[src/rtl/sample_bram_read_arbiter_pkg.sv]
`default_nettype none
// +------------------------------------------------------------------------------+
// | sample_bram_read_arbiter_pkg : shared constants, requester ids and read tags |
// | Rev 1.0                                                                      |
// +------------------------------------------------------------------------------+
package sample_bram_read_arbiter_pkg;

    localparam int NUM_OSCILLATORS = 4;
    localparam int WW_WIDTH        = 18;
    localparam int SAMPLE_WIDTH    = 16;
    localparam int BRAM_LATENCY    = 2;

    typedef enum logic [2:0] {
        OSC0 = 3'd0,
        OSC1 = 3'd1,
        OSC2 = 3'd2,
        OSC3 = 3'd3,
        DBG  = 3'd4
    } req_id_t;

    typedef struct packed {
        logic    vld;
        req_id_t id;
    } rd_tag_t;

    function automatic logic tag_hit(rd_tag_t tag, req_id_t id);
        return tag.vld && (tag.id == id);
    endfunction

endpackage
`default_nettype wire

[src/rtl/sample_bram_read_arbiter_if.sv]
`default_nettype none
// +------------------------------------------------------------------------------+
// | sample_bram_read_arbiter_if : requester, debug and BRAM read-port bundle     |
// | Rev 1.0                                                                      |
// +------------------------------------------------------------------------------+
interface sample_bram_read_arbiter_if
    import sample_bram_read_arbiter_pkg::*;
#(
    parameter int NUM_OSC = NUM_OSCILLATORS,
    parameter int ADDR_W  = WW_WIDTH,
    parameter int DATA_W  = SAMPLE_WIDTH
);
    logic [NUM_OSC-1:0]        osc_req_in;
    logic [NUM_OSC*ADDR_W-1:0] osc_addr_in;
    logic [NUM_OSC-1:0]        osc_grant_out;
    logic [NUM_OSC-1:0]        osc_valid_out;
    logic [NUM_OSC*DATA_W-1:0] osc_data_out;
    logic                      dbg_req_in;
    logic [ADDR_W-1:0]         dbg_addr_in;
    logic                      dbg_grant_out;
    logic                      dbg_valid_out;
    logic [DATA_W-1:0]         dbg_data_out;
    logic [ADDR_W-1:0]         bram_addr_out;
    logic [DATA_W-1:0]         bram_data_in;

    modport slave (
        input  osc_req_in, osc_addr_in, dbg_req_in, dbg_addr_in, bram_data_in,
        output osc_grant_out, osc_valid_out, osc_data_out,
        output dbg_grant_out, dbg_valid_out, dbg_data_out, bram_addr_out
    );

    modport master (
        output osc_req_in, osc_addr_in, dbg_req_in, dbg_addr_in, bram_data_in,
        input  osc_grant_out, osc_valid_out, osc_data_out,
        input  dbg_grant_out, dbg_valid_out, dbg_data_out, bram_addr_out
    );

endinterface
`default_nettype wire

[src/rtl/sample_bram_read_arbiter_read_tag_pipe.sv]
`default_nettype none
// +------------------------------------------------------------------------------+
// | sample_bram_read_arbiter_read_tag_pipe : read-tag delay line, sync clear     |
// | Rev 1.0                                                                      |
// +------------------------------------------------------------------------------+
module sample_bram_read_arbiter_read_tag_pipe
    import sample_bram_read_arbiter_pkg::*;
#(
    parameter int DEPTH = BRAM_LATENCY
) (
    input  wire logic clk_in,
    input  wire logic rst_in,
    input  rd_tag_t   tag_in,
    output rd_tag_t   tag_out
);
    rd_tag_t pipe_q [DEPTH];

    always_ff @(posedge clk_in) begin
        if (rst_in) begin
            for (int i = 0; i < DEPTH; i++) begin
                pipe_q[i] <= '0;
            end
        end else begin
            pipe_q[0] <= tag_in;
            for (int i = 1; i < DEPTH; i++) begin
                pipe_q[i] <= pipe_q[i-1];
            end
        end
    end

    assign tag_out = pipe_q[DEPTH-1];

endmodule
`default_nettype wire

[src/rtl/sample_bram_read_arbiter.sv]
`default_nettype none
// +------------------------------------------------------------------------------+
// | sample_bram_read_arbiter : slot scheduler sharing the sample-BRAM read port  |
// | Rev 1.0                                                                      |
// +------------------------------------------------------------------------------+
module sample_bram_read_arbiter
    import sample_bram_read_arbiter_pkg::*;
#(
    parameter int NUM_OSC  = NUM_OSCILLATORS,
    parameter int ADDR_W   = WW_WIDTH,
    parameter int DATA_W   = SAMPLE_WIDTH,
    parameter int BRAM_LAT = BRAM_LATENCY
) (
    input  wire logic                 clk_in,
    input  wire logic                 rst_in,
    sample_bram_read_arbiter_if.slave bus
);
    localparam int SLOT_W = $clog2(NUM_OSC + 1);
    localparam int ID_W   = $bits(req_id_t);

    logic [SLOT_W-1:0]         slot_q, slot_d;
    rd_tag_t                   grant_q, grant_d;
    rd_tag_t                   ret_tag, ret_q;
    logic [ADDR_W-1:0]         addr_q, addr_d;
    logic [NUM_OSC*DATA_W-1:0] osc_data_q;
    logic [DATA_W-1:0]         dbg_data_q;
    logic [NUM_OSC-1:0]        osc_grant, osc_valid, osc_elig;
    logic                      dbg_elig;
    logic                      own_hit, low_hit;
    req_id_t                   own_id, low_id;

    function automatic req_id_t osc_id(int k);
        return req_id_t'(ID_W'(k));
    endfunction

    always_comb begin
        osc_grant = '0;
        osc_valid = '0;
        for (int k = 0; k < NUM_OSC; k++) begin
            osc_grant[k] = tag_hit(grant_q, osc_id(k));
            osc_valid[k] = tag_hit(ret_q, osc_id(k));
        end
    end

    // Whoever holds the grant this cycle sits out the next decision.
    assign osc_elig = bus.osc_req_in & ~osc_grant;
    assign dbg_elig = bus.dbg_req_in & ~tag_hit(grant_q, DBG);

    always_comb begin
        own_hit = 1'b0;
        own_id  = OSC0;
        low_hit = 1'b0;
        low_id  = OSC0;
        for (int k = 0; k < NUM_OSC; k++) begin
            if (slot_q == SLOT_W'(k) && osc_elig[k]) begin
                own_hit = 1'b1;
                own_id  = osc_id(k);
            end
        end
        for (int k = NUM_OSC - 1; k >= 0; k--) begin
            if (osc_elig[k]) begin
                low_hit = 1'b1;
                low_id  = osc_id(k);
            end
        end
    end

    always_comb begin
        grant_d = '0;
        if (slot_q == SLOT_W'(NUM_OSC)) begin
            if (dbg_elig) begin
                grant_d.vld = 1'b1;
                grant_d.id  = DBG;
            end else if (low_hit) begin
                grant_d.vld = 1'b1;
                grant_d.id  = low_id;
            end
        end else if (own_hit) begin
            grant_d.vld = 1'b1;
            grant_d.id  = own_id;
        end else if (dbg_elig) begin
            grant_d.vld = 1'b1;
            grant_d.id  = DBG;
        end
    end

    always_comb begin
        addr_d = addr_q;
        if (grant_d.vld) begin
            if (grant_d.id == DBG) begin
                addr_d = bus.dbg_addr_in;
            end
            for (int k = 0; k < NUM_OSC; k++) begin
                if (grant_d.id == osc_id(k)) begin
                    addr_d = bus.osc_addr_in[k*ADDR_W +: ADDR_W];
                end
            end
        end
        slot_d = (slot_q == SLOT_W'(NUM_OSC)) ? '0 : slot_q + SLOT_W'(1);
    end

    always_ff @(posedge clk_in) begin
        if (rst_in) begin
            slot_q     <= '0;
            grant_q    <= '0;
            addr_q     <= '0;
            ret_q      <= '0;
            osc_data_q <= '0;
            dbg_data_q <= '0;
        end else begin
            slot_q  <= slot_d;
            grant_q <= grant_d;
            addr_q  <= addr_d;
            ret_q   <= ret_tag;
            if (ret_tag.vld) begin
                if (ret_tag.id == DBG) begin
                    dbg_data_q <= bus.bram_data_in;
                end
                for (int k = 0; k < NUM_OSC; k++) begin
                    if (ret_tag.id == osc_id(k)) begin
                        osc_data_q[k*DATA_W +: DATA_W] <= bus.bram_data_in;
                    end
                end
            end
        end
    end

    // The grant register itself enters the pipe, so the tag emerges as the BRAM data does.
    sample_bram_read_arbiter_read_tag_pipe #(
        .DEPTH (BRAM_LAT)
    ) u_tag_pipe (
        .clk_in  (clk_in),
        .rst_in  (rst_in),
        .tag_in  (grant_q),
        .tag_out (ret_tag)
    );

    assign bus.osc_grant_out = osc_grant;
    assign bus.osc_valid_out = osc_valid;
    assign bus.osc_data_out  = osc_data_q;
    assign bus.dbg_grant_out = tag_hit(grant_q, DBG);
    assign bus.dbg_valid_out = tag_hit(ret_q, DBG);
    assign bus.dbg_data_out  = dbg_data_q;
    assign bus.bram_addr_out = addr_q;

endmodule
`default_nettype wire

[src/flat_wrapper.sv]
// flat-port wrapper written by rule: the top's interface ports become plain ports
module sample_bram_read_arbiter_flat import sample_bram_read_arbiter_pkg::*;
#(
    parameter int NUM_OSC  = NUM_OSCILLATORS,
    parameter int ADDR_W   = WW_WIDTH,
    parameter int DATA_W   = SAMPLE_WIDTH,
    parameter int BRAM_LAT = BRAM_LATENCY
)
  (clk_in, rst_in, bus_osc_req_in, bus_osc_addr_in, bus_dbg_req_in, bus_dbg_addr_in, bus_bram_data_in, bus_osc_grant_out, bus_osc_valid_out, bus_osc_data_out, bus_dbg_grant_out, bus_dbg_valid_out, bus_dbg_data_out, bus_bram_addr_out);
  sample_bram_read_arbiter_if #(.NUM_OSC(NUM_OSC), .ADDR_W(ADDR_W), .DATA_W(DATA_W)) bus_i ();
  input  wire logic clk_in;
  input  wire logic rst_in;
  input wire logic [$bits(bus_i.osc_req_in)-1:0] bus_osc_req_in;
  input wire logic [$bits(bus_i.osc_addr_in)-1:0] bus_osc_addr_in;
  input wire logic [$bits(bus_i.dbg_req_in)-1:0] bus_dbg_req_in;
  input wire logic [$bits(bus_i.dbg_addr_in)-1:0] bus_dbg_addr_in;
  input wire logic [$bits(bus_i.bram_data_in)-1:0] bus_bram_data_in;
  output wire logic [$bits(bus_i.osc_grant_out)-1:0] bus_osc_grant_out;
  output wire logic [$bits(bus_i.osc_valid_out)-1:0] bus_osc_valid_out;
  output wire logic [$bits(bus_i.osc_data_out)-1:0] bus_osc_data_out;
  output wire logic [$bits(bus_i.dbg_grant_out)-1:0] bus_dbg_grant_out;
  output wire logic [$bits(bus_i.dbg_valid_out)-1:0] bus_dbg_valid_out;
  output wire logic [$bits(bus_i.dbg_data_out)-1:0] bus_dbg_data_out;
  output wire logic [$bits(bus_i.bram_addr_out)-1:0] bus_bram_addr_out;
  assign bus_i.osc_req_in = bus_osc_req_in;
  assign bus_i.osc_addr_in = bus_osc_addr_in;
  assign bus_i.dbg_req_in = bus_dbg_req_in;
  assign bus_i.dbg_addr_in = bus_dbg_addr_in;
  assign bus_i.bram_data_in = bus_bram_data_in;
  assign bus_osc_grant_out = bus_i.osc_grant_out;
  assign bus_osc_valid_out = bus_i.osc_valid_out;
  assign bus_osc_data_out = bus_i.osc_data_out;
  assign bus_dbg_grant_out = bus_i.dbg_grant_out;
  assign bus_dbg_valid_out = bus_i.dbg_valid_out;
  assign bus_dbg_data_out = bus_i.dbg_data_out;
  assign bus_bram_addr_out = bus_i.bram_addr_out;
  sample_bram_read_arbiter #(.NUM_OSC(NUM_OSC), .ADDR_W(ADDR_W), .DATA_W(DATA_W), .BRAM_LAT(BRAM_LAT)) u_core (.clk_in(clk_in), .rst_in(rst_in), .bus(bus_i));
endmodule
[config.mk]
export PLATFORM = sky130hd
export DESIGN_NAME = sample_bram_read_arbiter_flat
export DESIGN_NICKNAME = d
export VERILOG_FILES = /design/src/rtl/sample_bram_read_arbiter_pkg.sv /design/src/rtl/sample_bram_read_arbiter_if.sv /design/src/rtl/sample_bram_read_arbiter_read_tag_pipe.sv /design/src/rtl/sample_bram_read_arbiter.sv /design/src/flat_wrapper.sv
export SDC_FILE = /design/constraint.sdc
export NUM_CORES = 1
export LEC_CHECK = 0
export CORE_ASPECT_RATIO = 1.2
export CORE_UTILIZATION = 27
export DETAILED_ROUTE_END_ITERATION = 10
export GPL_ROUTABILITY_DRIVEN = 0
export SLEW_MARGIN = 40
export SYNTH_ARGS = -nofsm -noshare
export SYNTH_HDL_FRONTEND = slang
export SYNTH_SLANG_ARGS = --single-unit
[constraint.sdc]
create_clock -name clk_in -period 2.07 [get_ports clk_in]
set_input_delay 0.5175 -clock clk_in [delete_from_list [all_inputs] [get_ports clk_in]]
set_output_delay 0.5175 -clock clk_in [all_outputs]
set_load 0.01 [all_outputs]
==> results.md <==
* Status: finished with violations
* Failing checks: setup timing
* Synth Cell Area at 4991 um^2
* Slowest stage cell, crit path: dfxtp_4
* Final ANT Viol Nets at 0
* Die width at 126.1 um
* Drt drc at 0
* Core area at 18110 um^2
* Combinational power share at 21.8%
* # Max-Cap Violations at 0
* YS warnings at 0
* Fmax at 0.4644 GHz
* Reg2Reg Setup Slack at -0.08 ns
* Vias in the first global route at 5278
* Die Height at 150.9 um
* Largest cells by area after synthesis: dfxtp_1 47%, nand2_1 14%, a21oi_1 9.2%, o41ai_2 2.6%, clkbuf_1 2.2%
* Switching Fraction at 25.44%
* Pin count of the biggest net entering global routing at 96
* Largest family of logic cells by synthesized area: simple AND/OR/NAND/NOR gates
* PwrDens at 773.5 nW/um^2
* Clock-pin slew on the worst setup and hold paths at 0.05 ns
* Worst-Skew Late Latency at 0.41 ns
* Setup Slack @ Placement at -0.4814 ns
* Iteration-0 DRC count of the detailed router at 234
* Max stage delay on crit path at 0.35 ns
* Area occupied by multi-input gates at 2771 um^2
* Post-Place Cell Area at 7736 um^2
* DP HPWL at 12.61 mm
* Delay-heaviest family, CP: compound AO/OA/AOI/OAI gates
* Non-Filler Instances at 1124
* # clock sinks at 117
* Antenna violations before repair at 0
* First-pass detailed-route iteration total at 4
* Finished Cell Area at 8934 um^2
* Crit-path max FO at 8
* Htree depth at 4
* # IOs at 221
* Lkg Pwr at 3.290 nW
* Post-synthesis mux area share at 0.2256%
* Simple-gate area share of the yosys netlist at 24.62%
* Total CTS buffers at 17
* Final Cycle Share at 104.0%
* CP Capture Type: flip-flop
* Dpl cells at 1066
* ANT cells at 0
* Final Critical Period at 2.153 ns
* Final hold vios at 0
* Seq/Total Area, Yosys at 46.93%
* Number of vias per cell at 4.740
* CP startpoint kind: flip-flop
* Peak VDD IR at 0.5975 mV
* Cts hold-fix bufs at 0
* Area grow syn2layout at 78.99%
* Internal at 5.152 mW
* Slack of the critical path at -0.08325 ns
* WS Path Type: reg -> reg
* Syn Inst Count at 611
* RSZ-0062 raised after global routing: yes
* GR Overflow Total at 0
* Critical path buffer and inverter count at 3
* Post-synthesis compound-gate area fraction at 22.69%
* Clk buf depth at 2
* Setup violators final at 14
* Hold crit path type: in -> reg
* Worst-Margin Slew at 0.5920 ns
* Synth Area in Adders at 1.253%
* Crit path DAT at 2.46 ns
* Die area at 19040 um^2
* Clock power frac at 42.8%
* WL final at 17.52 mm
* Post-synthesis register bit count at 117
* WP data required at 2.37 ns
* Clk root buf: clkbuf_16
* IO Port Bufs at 220
* GRT Resource Usage Total at 18.51%
* Synth cell types at 48
* Yosys top cell by area: dfxtp_1
* Sequential power share at 35.4%
* Net Switching at 1.758 mW
* XOR/XNOR Fraction of Synth Area at 0%
* Layout cell share with drive strength beyond 1 at 22.22%
* CTS tree: built
* Row count at 54
* Filler cells at 1715
* FF/Latch Area at 2356 um^2
* Starting density of the core at 27.56%
* NumNets Final at 1005
* Slew Limit Fails at 0
* CP Cell Sequence: buf_6 > mux2_4 > o22ai_4 > and3_4 > a21boi_4 > buf_12 > buf_16 > nand3_4 > nor2_2 > o41ai_2
* Top-area cell type share of the netlist area at 46.93%
* Syn Nets at 729
* Slew margin rel. at 60.53%
* Routed len/inst at 15.59 um
* Avg Cell Area, Syn at 8.169 um^2
* First-pass GRT wire length at 27.32 mm
* Via count at 5328
* Clock Skew at 0.01120 ns
==> through the flow <==
step                setup TNS [ns]  hold slack, ns  utilization (%)  power, mW
floorplan                        0          0.4138                -      3.020
global placement            -8.027          0.4168            42.72      3.716
detailed placement          -8.348          0.4234            42.72      3.710
CTS                        -0.5335          0.3529            48.47      6.870
global route                -2.107          0.3663            49.34      7.189
finish                     -0.6276          0.3690            49.34      6.910
==> cells in the final DEF (no fill, tap or decap), drive strengths merged, types with 15 or more instances in the layout <==
cell type / instances
nor3: 18
buf: 81
clkdlybuf4s50: 206
clkbuf: 23
o21ai: 19
nor2: 17
dfxtp: 117
nand2: 192
nor2b: 15
a21oi: 94
==> Yosys cell counts, drive strengths merged <==
master	instances
nor3b	1
o22a	1
nand4bb	1
o22ai	2
a21oi	94
nand3b	2
o41ai	8
or3b	1
nor3	18
dfxtp	117
or2	1
o211ai	1
and3	5
ha	5
o32a	1
o21ai	19
a22oi	6
clkbuf	29
o221ai	6
and4bb	2
and3b	2
nor2b	15
a2bb2oi	9
a31oi	4
nor2	17
nand2b	1
nand2	192
and2	6
buf	11
o2bb2ai	12
a21o	1
a21boi	1
nand3	9
a211oi	1
mux2	1
inv	8
nand4b	1
==> flip-flops by register name (all words and copies together), names as in the netlist <==
register and flops:
u_core.bus.osc_data_out 64, u_core.ret_q 4, u_core.bus.dbg_data_out 16, u_core.slot_q 3
u_core.grant_q 4, u_core.u_tag_pipe.pipe_q 8, u_core.bus.bram_addr_out 18
==> repair_timing <==
item                       4_1_cts  5_1_grt
setup buffers                   18        9
cloned                           3        0
setup endpoints to repair       27       19
pin swaps                       34       24
resized for setup               85       39
==> path summary, 6_finish.rpt <==
| kind | end | cells after the start | startpoint |
|---|---|---|---|
| hold reg to reg | u_core.u_tag_pipe.pipe_q[0][5] | 1 | u_core.u_tag_pipe.pipe_q[0][1] |
| setup reg to reg | u_core.bus.bram_addr_out[13] | 10 | u_core.grant_q[2] |
| setup / recovery | u_core.bus.bram_addr_out[13] | 10 | u_core.grant_q[2] |
| hold / removal | u_core.grant_q[2] | 2 | rst_in |
==> area by class of cell <==
class | count | area share (%)
well taps | 224 | 3.137
multi-input cells | 447 | 31.02
flip-flops and latches | 117 | 26.37
repair buffers | 296 | 32.48
clock buffers | 23 | 5.238
inverters | 8 | 0.3361
clock inverters | 9 | 1.415
==> power groups by stage <==
stage               Combinational (mW)  Sequential (mW)  Clock, mW
finish                            1.51             2.45       2.96
global route                      1.60             2.46       3.13
CTS                               1.42             2.45       3.01
detailed placement                1.22             2.49          0
global placement                  1.22             2.49          0
floorplan                        0.517             2.50          0
==> routing by layer <==
| metal | up-vias | part of all wire (%) | track usage, % |
|---|---|---|---|
| li1 | 2652 | - | - |
| met4 | 0 | 3.5 | 10.12 |
| met5 | - | 0 | 0 |
| met1 | 2400 | 41 | 20.61 |
| met3 | 44 | 6.5 | 5.157 |
| met2 | 232 | 49 | 32.04 |
==> cell families after synthesis <==
logic type               after synthesis
AND/OR/NAND/NOR                      274
AO/OA/AOI/OAI                        166
flip-flops                           117
buffers and inverters                 48
adder cells (fa/ha/maj)                5
multiplexers                           1
Power figures use the tool's default switching activity.
